File: config.mk
export PLATFORM = sky130hd
export DESIGN_NAME = tick_scheduler
export DESIGN_NICKNAME = d
export VERILOG_FILES = /design/src/rtl/tick_scheduler.sv
export SDC_FILE = /design/constraint.sdc
export NUM_CORES = 1
export LEC_CHECK = 0
export CORE_ASPECT_RATIO = 1.75
export CORE_MARGIN = 2
export CORE_UTILIZATION = 34
export CTS_CLUSTER_DIAMETER = 60
export DETAILED_ROUTE_END_ITERATION = 10
export PLACE_DENSITY = 0.52
export SYNTH_ARGS = -nofsm -noshare
export SYNTH_HDL_FRONTEND = slang
export SYNTH_SLANG_ARGS = --single-unit
export TNS_END_PERCENT = 1
File: constraint.sdc
create_clock -name clk100MHz -period 3.2 [get_ports clk100MHz]
set_input_delay 0.64 -clock clk100MHz [delete_from_list [all_inputs] [get_ports clk100MHz]]
set_output_delay 0.64 -clock clk100MHz [all_outputs]
set_load 0.005 [all_outputs]
File: src/rtl/tick_scheduler.sv
// tick_scheduler: four-channel programmable timebase.
// A free-running prescaler divides the clock down to a shared base tick
// (CLK_HZ/TICK_HZ clocks). Each channel counts base ticks up to its own
// programmable period and emits a one-cycle tick plus a toggling square wave.
//
// Ports:
//   clk100MHz   system clock, rising edge
//   rst_n       asynchronous active-low reset
//   cfg_we      period write strobe (no back-pressure)
//   cfg_ch      channel index for the write
//   cfg_period  new period in base ticks, 0 disables the channel
//   cfg_ack     registered cfg_we
//   run         per-channel level enable
//   base_tick   one-cycle pulse every CLK_HZ/TICK_HZ clocks
//   tick        per-channel one-cycle pulse
//   sq          per-channel square output, toggles on every tick
module tick_scheduler #(
   parameter int unsigned CLK_HZ  = 100_000_000,
   parameter int unsigned TICK_HZ = 1000,
   parameter int unsigned PW      = 16
) (
   input  logic          clk100MHz,
   input  logic          rst_n,
   input  logic          cfg_we,
   input  logic [1:0]    cfg_ch,
   input  logic [PW-1:0] cfg_period,
   output logic          cfg_ack,
   input  logic [3:0]    run,
   output logic          base_tick,
   output logic [3:0]    tick,
   output logic [3:0]    sq
);

   // DIV must be an integer >= 2; the counter width follows from it.
   localparam int unsigned DIV = CLK_HZ / TICK_HZ;
   localparam int unsigned CW  = (DIV > 1) ? $clog2(DIV) : 1;
   localparam int unsigned NCH = 4;

   localparam logic [CW-1:0] PRE_LAST   = CW'(DIV - 1);
   localparam logic [PW-1:0] PERIOD_RST = PW'(1000);

   logic [CW-1:0] pre_cnt;

   logic [PW-1:0] period_q [NCH];
   logic [PW-1:0] period_d [NCH];
   logic [PW-1:0] cnt_q    [NCH];
   logic [PW-1:0] cnt_d    [NCH];
   logic [NCH-1:0] tick_d;
   logic [NCH-1:0] sq_d;

   // Free-running prescaler, independent of run and configuration.
   always_ff @(posedge clk100MHz or negedge rst_n) begin
      if (!rst_n) begin
         pre_cnt   <= '0;
         base_tick <= 1'b0;
      end else if (pre_cnt == PRE_LAST) begin
         pre_cnt   <= '0;
         base_tick <= 1'b1;
      end else begin
         pre_cnt   <= pre_cnt + CW'(1);
         base_tick <= 1'b0;
      end
   end

   // Acknowledge is simply the write strobe delayed by one cycle.
   always_ff @(posedge clk100MHz or negedge rst_n) begin
      if (!rst_n) begin
         cfg_ack <= 1'b0;
      end else begin
         cfg_ack <= cfg_we;
      end
   end

   // Per-channel next state: write > stopped > disabled > base tick > hold.
   always_comb begin
      tick_d = '0;
      sq_d   = sq;
      for (int i = 0; i < NCH; i++) begin
         period_d[i] = period_q[i];
         cnt_d[i]    = cnt_q[i];
         if (cfg_we && (cfg_ch == 2'(i))) begin
            // A write restarts the phase but leaves the square level alone.
            period_d[i] = cfg_period;
            cnt_d[i]    = '0;
         end else if (!run[i]) begin
            cnt_d[i] = '0;
            sq_d[i]  = 1'b0;
         end else if (period_q[i] == '0) begin
            cnt_d[i] = '0;
         end else if (base_tick) begin
            // period_q >= 1 here, so period_q - 1 cannot underflow.
            if (cnt_q[i] == period_q[i] - PW'(1)) begin
               cnt_d[i]  = '0;
               tick_d[i] = 1'b1;
               sq_d[i]   = ~sq[i];
            end else begin
               cnt_d[i] = cnt_q[i] + PW'(1);
            end
         end
      end
   end

   // Channel state registers.
   always_ff @(posedge clk100MHz or negedge rst_n) begin
      if (!rst_n) begin
         for (int i = 0; i < NCH; i++) begin
            period_q[i] <= PERIOD_RST;
            cnt_q[i]    <= '0;
         end
         tick <= '0;
         sq   <= '0;
      end else begin
         for (int i = 0; i < NCH; i++) begin
            period_q[i] <= period_d[i];
            cnt_q[i]    <= cnt_d[i];
         end
         tick <= tick_d;
         sq   <= sq_d;
      end
   end

endmodule

==> results by group, run 1 <==
Clock network
  – Number of instances resized during post-cts repair: 0
  – TritonCTS clock tree: done
  – Number of levels in the clock H-tree: 4
  – Clock sink total: 155
  – Count of buffers added by post-CTS timing repair for setup: 0
  – Post-cts hold buffer count: 0
  – Maximum count of clock buffers along a single path: 2
  – Clock latency on the worst-skew pair: 0.46 ns
  – Root buf cell: clkbuf_16
  – Number of buffers inserted during clock tree synthesis: 17
  – Clock slew seen by the registers of the worst setup and hold paths: 0.06 ns

Synthesis
  – Area of the mapped netlist: 0.009223 sq mm
  – Number of instances in the synthesized netlist: 966
  – EDFF count, synth: 0
  – YS warnings: 0
  – Top cell type's share of synthesized area: 0.3554
  – Dominant cells by area after synthesis: dfrtp_1 36%, dfstp_2 6.8%, xor2_1 6.4%
  – Average size of a mapped cell: 9.547 sq um
  – Leading register cell type out of synthesis: dfrtp_1
  – FFs w/ async S/R, synth: 1.000
  – Synth cell types: 75
  – Fraction of the yosys area taken by sequential cells: 0.4238
  – Post-synthesis cell type with the largest combined area: dfrtp_1
  – Synthesized Nets: 1,000
  – Count of state elements after synthesis: 155
  – Count leader, synth: dfrtp_1
  – Synth top cells by count: 131 x dfrtp_1, 117 x nand2_1, 91 x nor2_1

Power and ir drop
  – Relative contribution of combinational cells to total power: 0.174
  – Switching power: 1594 uW
  – Internal power: 3779 uW
  – Part of the total power dissipated in the clock network: 0.381
  – Total leakage power: 0.004322 uW
  – Highest ir drop seen on vdd: 0.4010 mV
  – Pwr/cell area: 502.7 mW/mm^2
  – Switching Share: 0.2966
  – Flop pwr share: 0.445

Global routing
  – Overall routing resource usage: 0.1760
  – Wire length of the first global-routing pass: 38.92 mm
  – GRT Residual Overflow: 0
  – Initial antenna violation count: 0
  – Via count of the first global-routing pass: 7,327
  – Pin count of the biggest net entering global routing: 59

Setup path
  – Critical path endpoint category: register
  – Cell Chain, Critical Path: inv_1, ha_1, or4b_1, nor4_2, mux2i_1, or3b_1, a211oi_2, nand3_1, nand2_2, nor2_1
  – Critical R2R Launch: period_q[0]$_DFFE_PN0P_
  – FF-to-FF End: cnt_q[2]$_DFFE_PN0P_
  – Worst setup path class: register to register
  – Maximum fanout along the worst path: 11
  – Worst setup path endpoint: cnt_q[2]$_DFFE_PN0P_
  – Crit. Startpoint: period_q[0]$_DFFE_PN0P_
  – CP Launch Type: register
  – Flop-to-flop setup slack: 0.25 ns
  – Worst reg2reg path depth: 10
  – Crit path largest cell delay: 0.53 ns
  – Data required, critical path: 3.53 ns
  – Arr. time, crit path: 3.28 ns
  – Worst-path cell with the longest stage delay: or4b_1

Floorplanning
  – FP Rows: 79
  – Top-level port count: 35
  – Die outline area: 0.02851 sq mm
  – Initial core utilization: 0.3456
  – Core area: 0.02669 sq mm
  – Height of the die: 221.9 um
  – Width of the die: 128.5 um

Cells and area
  – Ant. Diodes: 0
  – Number of nets in the finished design: 1,051
  – Cell Count, Final, Fillers Out: 1,354
  – Number of filler cells placed in the layout: 2,675
  – Design Area, Final: 0.01069 sq mm
  – Layout-stage area growth over the synthesis result: 15.89%
  – Fraction of layout cells with a size suffix above 1: 0.1641

Placement
  – Number of placed instances, taps included: 1,322
  – Placement-stage cell area: 0.01009 sq mm
  – Worst slack at placement: 0.1155 ns
  – Number of port buffers: 34
  – Final Wtd Congestion: 0.8345
  – HPWL after detailed placement: 17.67 mm

STA
  – Hold violation total from the final report: 0
  – Setup repair after global routing missed its margin: no
  – Transition at the pin with the smallest max-transition slack: 0.6820 ns
  – Max Clock Freq: 0.3390 GHz
  – Worst Slack Setup Final: 0.2500 ns
  – Clock period minus worst slack: 2.950 ns
  – Final slew viol count: 0
  – Clk_skew: 0.01023 ns
  – Final critical-path share of the clock period: 0.9219
  – TNS Setup: 0 ns
  – Final-report setup violation count: 0
  – Slew HR: 0.5411

Detailed routing
  – Initial DRT Pass Iterations: 4
  – Vias per inst: 5.262
  – Routed via count: 7,125
  – Overall routed net length: 23.51 mm
  – Number of nets with antenna violations after routing: 0
  – DRC violation total after the first TritonRoute iteration: 358
  – Drc violations: 0
  – Routed length per placed instance: 17.37 um

Status
  – Status: complete, no violations

Min path
  – Classification of the worst-slack hold path: input port to async pin

Flow run
  – Total of max-cap violations: 0
[worst min-delay path by stage]
stage                         startpoint                    end  slack, ns
floorplan                          rst_n    base_tick$_DFF_PN0_       0.34
global placement    pre_cnt[4]$_DFF_PN0_   pre_cnt[4]$_DFF_PN0_       0.45
detailed placement  pre_cnt[4]$_DFF_PN0_   pre_cnt[4]$_DFF_PN0_       0.46
CTS                                rst_n  cnt_q[25]$_DFFE_PN0P_       0.18
global route                       rst_n  cnt_q[25]$_DFFE_PN0P_       0.21
finish                             rst_n  cnt_q[25]$_DFFE_PN0P_       0.16
[power by group through the flow]
stage | Clock, uW | Combinational (uW) | Sequential [uW]
5_1_grt | 2170 | 1040 | 2430
3_5_place_dp | 0 | 940 | 2430
3_3_place_gp | 0 | 932 | 2430
6_report | 2050 | 934 | 2390
2_1_floorplan | 0 | 697 | 2330
4_1_cts | 2090 | 945 | 2390
[metal layers]
metal | wire (um) | up-vias | global-route usage
li1 | - | 3535 | -
met1 | 9385 | 3487 | 0.1912
met2 | 12840 | 68 | 0.3272
met3 | 528 | 35 | 0.02703
met4 | 760 | 0 | 0.08345
met5 | 0 | - | 0
[critical path, delay by kind of cell, from the launching register on]
family,cells,cell delay (ns)
simple gates,6,1.70
flops,1,0.41
compound gates,1,0.30
fa+ha+maj,1,0.21
mux,1,0.12
buf+inv,1,0.09
[final cells by class]
| type | instances | area [sq um] | area share |
|---|---|---|---|
| sequential | 155 | 3909 | 0.3657 |
| inverter | 21 | 78.83 | 0.007375 |
| clock inverter | 11 | 120.1 | 0.01124 |
| clock buffer | 21 | 460.4 | 0.04308 |
| multi-input combinational | 757 | 5115 | 0.4786 |
| tap | 324 | 405.4 | 0.03793 |
| timing repair buffer | 65 | 599.3 | 0.05608 |
[registers in the layout, summed over array words and instances, names as in the netlist]
name / flops
tick: 4
base_tick: 1
cfg_ack: 1
pre_cnt: 17
sq: 4
cnt_q: 64
period_q: 64
[layout by cell type (no fill, tap or decap), drive strengths merged, types with 6 or more instances in the layout]
| cell type | netlist | routed |
|---|---|---|
| clkinv | 0 | 6 |
| nand3 | 40 | 40 |
| clkdlybuf4s50 | 0 | 33 |
| o311ai | 9 | 9 |
| dfstp | 24 | 24 |
| ha | 9 | 9 |
| o21ai | 21 | 21 |
| nor2 | 91 | 91 |
| mux2 | 45 | 45 |
| nor3 | 20 | 20 |
| buf | 10 | 32 |
| a211oi | 6 | 6 |
| and2 | 19 | 19 |
| or4 | 14 | 14 |
| nor2b | 12 | 12 |
| xnor2 | 64 | 64 |
| nand3b | 11 | 11 |
| dfrtp | 131 | 131 |
| and4 | 7 | 7 |
| nor4 | 22 | 22 |
| a21oi | 15 | 15 |
| or3 | 18 | 18 |
| nand2b | 13 | 13 |
| nand4 | 25 | 25 |
| inv | 21 | 21 |
| and3 | 17 | 17 |
| xor2 | 67 | 67 |
| clkbuf | 23 | 21 |
| a31oi | 12 | 12 |
| nand4b | 6 | 6 |
| nand2 | 117 | 117 |
[metrics by stage]
step	utilization	total power (uW)	hold WS [ns]
6_report	0.4005	5373	0.1570
5_1_grt	0.4005	5633	0.2068
4_1_cts	0.3999	5429	0.1811
3_5_place_dp	0.3782	3366	0.4583
3_3_place_gp	0.3782	3357	0.4544
2_1_floorplan	-	3032	0.3444
[cells by family (layout without fill, tap and decap cells)]
| group | count (synthesis) | in the layout | synth area share |
|---|---|---|---|
| buffers and inverters | 54 | 118 | 0.02374 |
| and+or+nand+nor | 457 | 457 | 0.2686 |
| xor gates and xnor gates | 131 | 131 | 0.1244 |
| AOI/OAI and AO/OA | 110 | 110 | 0.08683 |
| adders and majority gates | 9 | 9 | 0.01221 |
| DFF | 155 | 155 | 0.4238 |
| muxes | 50 | 50 | 0.06037 |
Note: power is estimated with default switching activity, not from simulation.
==> run 2: changes to the inputs <==
CORE_ASPECT_RATIO = 0.6   (was 1.75)
CORE_MARGIN = unset   (was 2)
CORE_UTILIZATION = 45   (was 34)
PLACE_DENSITY = 0.64   (was 0.52)
==> results by group, run 2 (synthesized netlist as in run 1, its figures left out) <==
STA
  – Slew HR: 0.5767 (was 0.5411)
  – Transition at the pin with the smallest max-transition slack: 0.6292 ns (was 0.6820 ns)
  – Clk_skew: 0.007973 ns (was 0.01023 ns)
  – Max Clock Freq: 0.3259 GHz (was 0.3390 GHz)
  – TNS Setup: 0 ns (unchanged)
  – Final slew viol count: 0 (unchanged)
  – Final critical-path share of the clock period: 0.9588 (was 0.9219)
  – Hold violation total from the final report: 0 (unchanged)
  – Final-report setup violation count: 0 (unchanged)
  – Clock period minus worst slack: 3.068 ns (was 2.950 ns)

Detailed routing
  – Routed via count: 7,330 (was 7,125)
  – Overall routed net length: 22.66 mm (was 23.51 mm)
  – Number of nets with antenna violations after routing: 0 (unchanged)
  – Initial DRT Pass Iterations: 5 (was 4)
  – Drc violations: 0 (unchanged)
  – Routed length per placed instance: 17.43 um (was 17.37 um)
  – Vias per inst: 5.638 (was 5.262)
  – DRC violation total after the first TritonRoute iteration: 573 (was 358)

Setup path
  – Crit path largest cell delay: 0.54 ns (was 0.53 ns)
  – Critical path endpoint category: register (unchanged)
  – Cell Chain, Critical Path: or4_4, or4_4, a211oi_2, o22ai_1, nor4_2, o2111ai_2, or4_1, o211ai_1 (was inv_1, ha_1, or4b_1, nor4_2, mux2i_1, or3b_1, a211oi_2, nand3_1, nand2_2, nor2_1)
  – Crit path buf inv count: 0 (was 1)
  – Worst-path cell with the longest stage delay: or4_4 (was or4b_1)
  – Most frequent CP cell: or4_4
  – CP Launch Type: register (unchanged)
  – Cell type group with the largest total delay on the critical path: simple AND/OR/NAND/NOR gates (unchanged)
  – Arr. time, crit path: 3.41 ns (was 3.28 ns)
  – Data required, critical path: 3.54 ns (was 3.53 ns)
  – Worst setup path class: register to register (unchanged)
  – Maximum fanout along the worst path: 7 (was 11)

Floorplanning
  – Width of the die: 186.8 um (was 128.5 um)
  – FP Rows: 40 (was 79)
  – Core area: 0.02002 sq mm (was 0.02669 sq mm)
  – Top-level port count: 35 (unchanged)
  – Die outline area: 0.02109 sq mm (was 0.02851 sq mm)
  – Height of the die: 112.9 um (was 221.9 um)
  – Initial core utilization: 0.4607 (was 0.3456)

Cells and area
  – Combined area of the multi-input logic cells: 0.005134 sq mm (was 0.005115 sq mm)
  – Layout-stage area growth over the synthesis result: 15.48% (was 15.89%)
  – Most frequent standard cell in the layout excluding fill and tap cells: dfrtp_1 (unchanged)
  – Number of filler cells placed in the layout: 1,818 (was 2,675)
  – Number of nets in the finished design: 1,047 (was 1,051)
  – Top flop regs: cnt_q x64, period_q x64, pre_cnt x17 (unchanged)
  – Commonest non-fill, non-tap cells in the layout: 130 x dfrtp_1, 116 x nand2_1, 89 x nor2_1 (was 131 x dfrtp_1, 116 x nand2_1, 90 x nor2_1)
  – Design Area, Final: 0.01065 sq mm (was 0.01069 sq mm)
  – Fraction of layout cells with a size suffix above 1: 0.1647 (was 0.1641)
  – Reg area: 0.003910 sq mm (was 0.003909 sq mm)

Placement
  – Number of port buffers: 34 (unchanged)
  – HPWL after detailed placement: 16.51 mm (was 17.67 mm)
  – Placement-stage cell area: 0.009998 sq mm (was 0.01009 sq mm)
  – Final Wtd Congestion: 0.8742 (was 0.8345)

Global routing
  – Pin count of the biggest net entering global routing: 59 (unchanged)
  – Wire length of the first global-routing pass: 36.66 mm (was 38.92 mm)
  – GR met1 Demand/Resource: 0.3690 (was 0.1912)
  – Via count of the first global-routing pass: 6,614 (was 7,327)
  – Initial antenna violation count: 2 (was 0)
  – Met2 demand-to-capacity share in global routing: 0.2836 (was 0.3272)
  – Gr busiest metal: met1 (was met2)
  – GRT Residual Overflow: 0 (unchanged)
  – Overall routing resource usage: 0.2226 (was 0.1760)
  – Met3 Resource Use GR: 0.04715 (was 0.02703)

Clock network
  – TritonCTS clock tree: done (unchanged)
  – Post-cts hold buffer count: 0 (unchanged)
  – Number of buffers inserted during clock tree synthesis: 17 (unchanged)
  – Number of levels in the clock H-tree: 4 (unchanged)
  – Clock sink total: 155 (unchanged)
  – Clock latency on the worst-skew pair: 0.43 ns (was 0.46 ns)
  – Clock slew seen by the registers of the worst setup and hold paths: 0.07 ns (was 0.06 ns)
  – Maximum count of clock buffers along a single path: 2 (unchanged)
  – Root buf cell: clkbuf_16 (unchanged)

Min path
  – Classification of the worst-slack hold path: input port to async pin (unchanged)

Power and ir drop
  – Overall power consumption: 5469 uW (was 5373 uW)
  – Highest ir drop seen on vdd: 0.4238 mV (was 0.4010 mV)
  – Total leakage power: 0.004303 uW (was 0.004322 uW)
  – Pwr/cell area: 513.5 mW/mm^2 (was 502.7 mW/mm^2)

Status
  – Status: complete, no violations (unchanged)

Flow run
  – Total of max-cap violations: 0 (unchanged)
==> run 2: cell count changes in the layout (fill, tap and decap cells not counted), sizes merged <==
cell,previous run,this run
buf,32,28
clkbuf,21,22
diode,0,1
clkinvlp,3,6
bufinv,2,3
clkinv,6,1
==> run 2: final timing paths <==
path                                     startpoint                       end  slack, ns  depth (start not counted)
setup / recovery           period_q[27]$_DFFE_PN0P_         sq[2]$_DFFE_PN0P_       0.13                          8
hold / removal                                rst_n     cnt_q[39]$_DFFE_PN0P_       0.15                          1
setup reg to reg           period_q[27]$_DFFE_PN0P_         sq[2]$_DFFE_PN0P_       0.13                          8
hold reg to reg                pre_cnt[4]$_DFF_PN0_      pre_cnt[4]$_DFF_PN0_       0.47                          1
max in group asynchronous                     rst_n  period_q[19]$_DFFE_PN1P_       2.30                          2
min in group clk100MHz         pre_cnt[4]$_DFF_PN0_      pre_cnt[4]$_DFF_PN0_       0.47                          1
==> run 2: cell type report <==
type                            instances  share of cell area
Antenna cell                            1           0.0002350
Tap cell                              273             0.03207
Inverter                               21            0.007401
Clock inverter                         10             0.01316
Multi-Input combinational cell        757              0.4820
Timing Repair Buffer                   61             0.05345
Sequential cell                       155              0.3671
Clock buffer                           22             0.04453
==> run 2: timing repair <==
action | in CTS | in global routing
resized for setup | 0 | 11
buffers inserted | 0 | 0
endpoints found under the setup margin | 0 | 13
==> run 2: per-stage QoR <==
stage,std cells,hold WS (ns),worst slack (ns),utilization
6_report,1300,0.1461,0.1318,0.5320
5_1_grt,1299,0.1777,-0.07161,0.5319
4_1_cts,1299,0.1633,0.07338,0.5301
3_5_place_dp,1267,0.4584,0.1086,0.4994
3_3_place_gp,1267,0.4578,0.2151,0.4994
2_1_floorplan,966,0.3444,0.4287,-
==> run 2: report_power, final <==
part	leakage (uW)	internal [uW]	switching (uW)
clock	0.000281	1290	828
combinational	0.00204	444	508
sequential	0.00199	2150	248
==> run 2: layer usage <==
metal	routed length [um]	vias up
met5	0	-
met3	1412	17
met4	185	0
met1	12410	3583
li1	-	3530
met2	8649	200
==> run 3: changes to the inputs <==
REMOVE_ABC_BUFFERS = 1   (was unset)
TNS_END_PERCENT = 20   (was 1)
==> results by group, run 3 (synthesized netlist as in run 1, its figures left out) <==
STA
  – Max Clock Freq: 0.3352 GHz (was 0.3259 GHz)
  – Clk_skew: 0.01124 ns (was 0.007973 ns)
  – Hold violation total from the final report: 0 (unchanged)
  – Final slew viol count: 0 (unchanged)
  – Clock period minus worst slack: 2.984 ns (was 3.068 ns)
  – Slew HR: 0.5774 (was 0.5767)
  – Setup repair after global routing missed its margin: no
  – Transition at the pin with the smallest max-transition slack: 0.6281 ns (was 0.6292 ns)
  – Final-report setup violation count: 0 (unchanged)
  – Final critical-path share of the clock period: 0.9324 (was 0.9588)
  – Fin Hold WS: 0.1633 ns (was 0.1461 ns)

Setup path
  – Arr. time, crit path: 3.34 ns (was 3.41 ns)
  – CP Launch Type: register (unchanged)
  – FF-to-FF End: sq[2]$_DFFE_PN0P_ (unchanged)
  – Maximum fanout along the worst path: 7 (unchanged)
  – Data required, critical path: 3.55 ns (was 3.54 ns)
  – Flop-to-flop setup slack: 0.22 ns (was 0.13 ns)
  – Worst reg2reg path depth: 9 (was 8)
  – Worst setup path class: register to register (unchanged)
  – Critical R2R Launch: period_q[16]$_DFFE_PN0P_ (was period_q[27]$_DFFE_PN0P_)
  – Critical path endpoint category: register (unchanged)

Cells and area
  – Commonest non-fill, non-tap cells in the layout: 131 x dfrtp_1, 116 x nand2_1, 90 x nor2_1 (was 130 x dfrtp_1, 116 x nand2_1, 89 x nor2_1)
  – Cell Count, Final, Fillers Out: 1,300 (unchanged)
  – Fraction of layout cells with a size suffix above 1: 0.1620 (was 0.1647)
  – Layout-stage area growth over the synthesis result: 15.34% (was 15.48%)
  – Most frequent standard cell in the layout excluding fill and tap cells: dfrtp_1 (unchanged)
  – Number of nets in the finished design: 1,046 (was 1,047)
  – Design Area, Final: 0.01064 sq mm (was 0.01065 sq mm)
  – Top flop regs: cnt_q x64, period_q x64, pre_cnt x17 (unchanged)

Min path
  – Classification of the worst-slack hold path: input port to async pin (unchanged)

Placement
  – Number of placed instances, taps included: 1,266 (was 1,267)
  – Number of port buffers: 34 (unchanged)
  – HPWL after detailed placement: 16.34 mm (was 16.51 mm)
  – Final Wtd Congestion: 0.9017 (was 0.8742)
  – Placement-stage cell area: 0.009991 sq mm (was 0.009998 sq mm)

Floorplanning
  – FP Rows: 40 (unchanged)
  – Core area: 0.02002 sq mm (unchanged)
  – Die outline area: 0.02109 sq mm (unchanged)
  – Initial core utilization: 0.4607 (unchanged)
  – Width of the die: 186.8 um (unchanged)
  – Top-level port count: 35 (unchanged)
  – Height of the die: 112.9 um (unchanged)

Global routing
  – Wire length of the first global-routing pass: 36.83 mm (was 36.66 mm)
  – Pin count of the biggest net entering global routing: 74 (was 59)
  – Via count of the first global-routing pass: 6,614 (unchanged)
  – Overall routing resource usage: 0.2238 (was 0.2226)
  – Initial antenna violation count: 0 (was 2)
  – GRT Residual Overflow: 0 (unchanged)

Clock network
  – Number of buffers inserted during clock tree synthesis: 17 (unchanged)
  – Count of buffers added by post-CTS timing repair for setup: 0 (unchanged)
  – Clock slew seen by the registers of the worst setup and hold paths: 0.08 ns (was 0.07 ns)
  – Clock sink total: 155 (unchanged)
  – TritonCTS clock tree: done (unchanged)
  – Maximum count of clock buffers along a single path: 2 (unchanged)
  – Post-cts hold buffer count: 0 (unchanged)
  – Clock latency on the worst-skew pair: 0.44 ns (was 0.43 ns)
  – Number of instances resized during post-cts repair: 0 (unchanged)
  – Root buf cell: clkbuf_16 (unchanged)
  – Number of levels in the clock H-tree: 4 (unchanged)

Power and ir drop
  – Pwr/cell area: 514.4 mW/mm^2 (was 513.5 mW/mm^2)
  – Total leakage power: 0.004328 uW (was 0.004303 uW)
  – Highest ir drop seen on vdd: 0.3776 mV (was 0.4238 mV)
  – Overall power consumption: 5472 uW (was 5469 uW)

Detailed routing
  – DRC violation total after the first TritonRoute iteration: 500 (was 573)
  – Overall routed net length: 22.22 mm (was 22.66 mm)
  – Routed length per placed instance: 17.09 um (was 17.43 um)
  – Initial DRT Pass Iterations: 5 (unchanged)
  – Routed via count: 7,257 (was 7,330)
  – Drc violations: 0 (unchanged)
  – Number of nets with antenna violations after routing: 0 (unchanged)
  – Vias per inst: 5.582 (was 5.638)

Status
  – Status: complete, no violations (unchanged)

Flow run
  – Total of max-cap violations: 0 (unchanged)
## run 3: cell count changes in the layout (fill, tap and decap cells not counted), sizes merged
cell,before,now
bufinv,3,1
clkbuf,22,19
inv,21,29
clkinv,1,4
diode,1,2
buf,28,27
clkinvlp,6,0
## run 3: worst max-delay path, stage by stage, from the launching register on
cell	delay [ns]
dfrtp_1	0.42
inv_1	0.09
ha_1	0.20
nor2b_1	0.26
nand3_1	0.23
or3b_2	0.51
a31oi_1	0.33
o2111ai_2	0.25
or4_1	0.52
o211ai_1	0.09
## run 3: worst max path at each step
stage,end,startpoint
after global routing,sq[2]$_DFFE_PN0P_,period_q[16]$_DFFE_PN0P_
after floorplan,cnt_q[63]$_DFFE_PN0P_,cfg_ch[0]
after detailed placement,cnt_q[9]$_DFFE_PN0P_,period_q[0]$_DFFE_PN0P_
after CTS,cnt_q[9]$_DFFE_PN0P_,period_q[0]$_DFFE_PN0P_
final,sq[2]$_DFFE_PN0P_,period_q[16]$_DFFE_PN0P_
after global placement,cnt_q[9]$_DFFE_PN0P_,period_q[0]$_DFFE_PN0P_
## run 3: area by class of cell
type | count | area, sq um
sequential | 155 | 3909
fill | 1817 | 9382
multi-input combinational | 757 | 5120
inverter | 21 | 78.83
clock buffer | 19 | 475.5
timing repair buffer | 60 | 561.8
clock inverter | 13 | 146.4
tap | 273 | 341.6
antenna | 2 | 5.005
## run 3: power by group
group / leakage (uW) / switching, uW / internal [uW]
clock network: 0.000308 / 945 / 1200
logic: 0.00203 / 482 / 434
registers: 0.00199 / 258 / 2150
total: 0.00433 / 1680 / 3790
## run 3: layer usage
layer,share of wire,up-vias,global-route usage
li1,-,3535,-
met2,0.38,158,0.2935
met4,0.011,0,0.05355
met5,0,-,0
met3,0.051,20,0.04932
met1,0.55,3544,0.3616
## run 3: through the flow
stage,util,setup TNS (ns),setup WS [ns]
detailed placement,0.4991,0,0.1021
CTS,0.5301,0,0.1070
floorplan,-,-0.1297,-0.06493
global placement,0.4991,0,0.2466
global route,0.5311,0,0.009167
finish,0.5314,0,0.2164
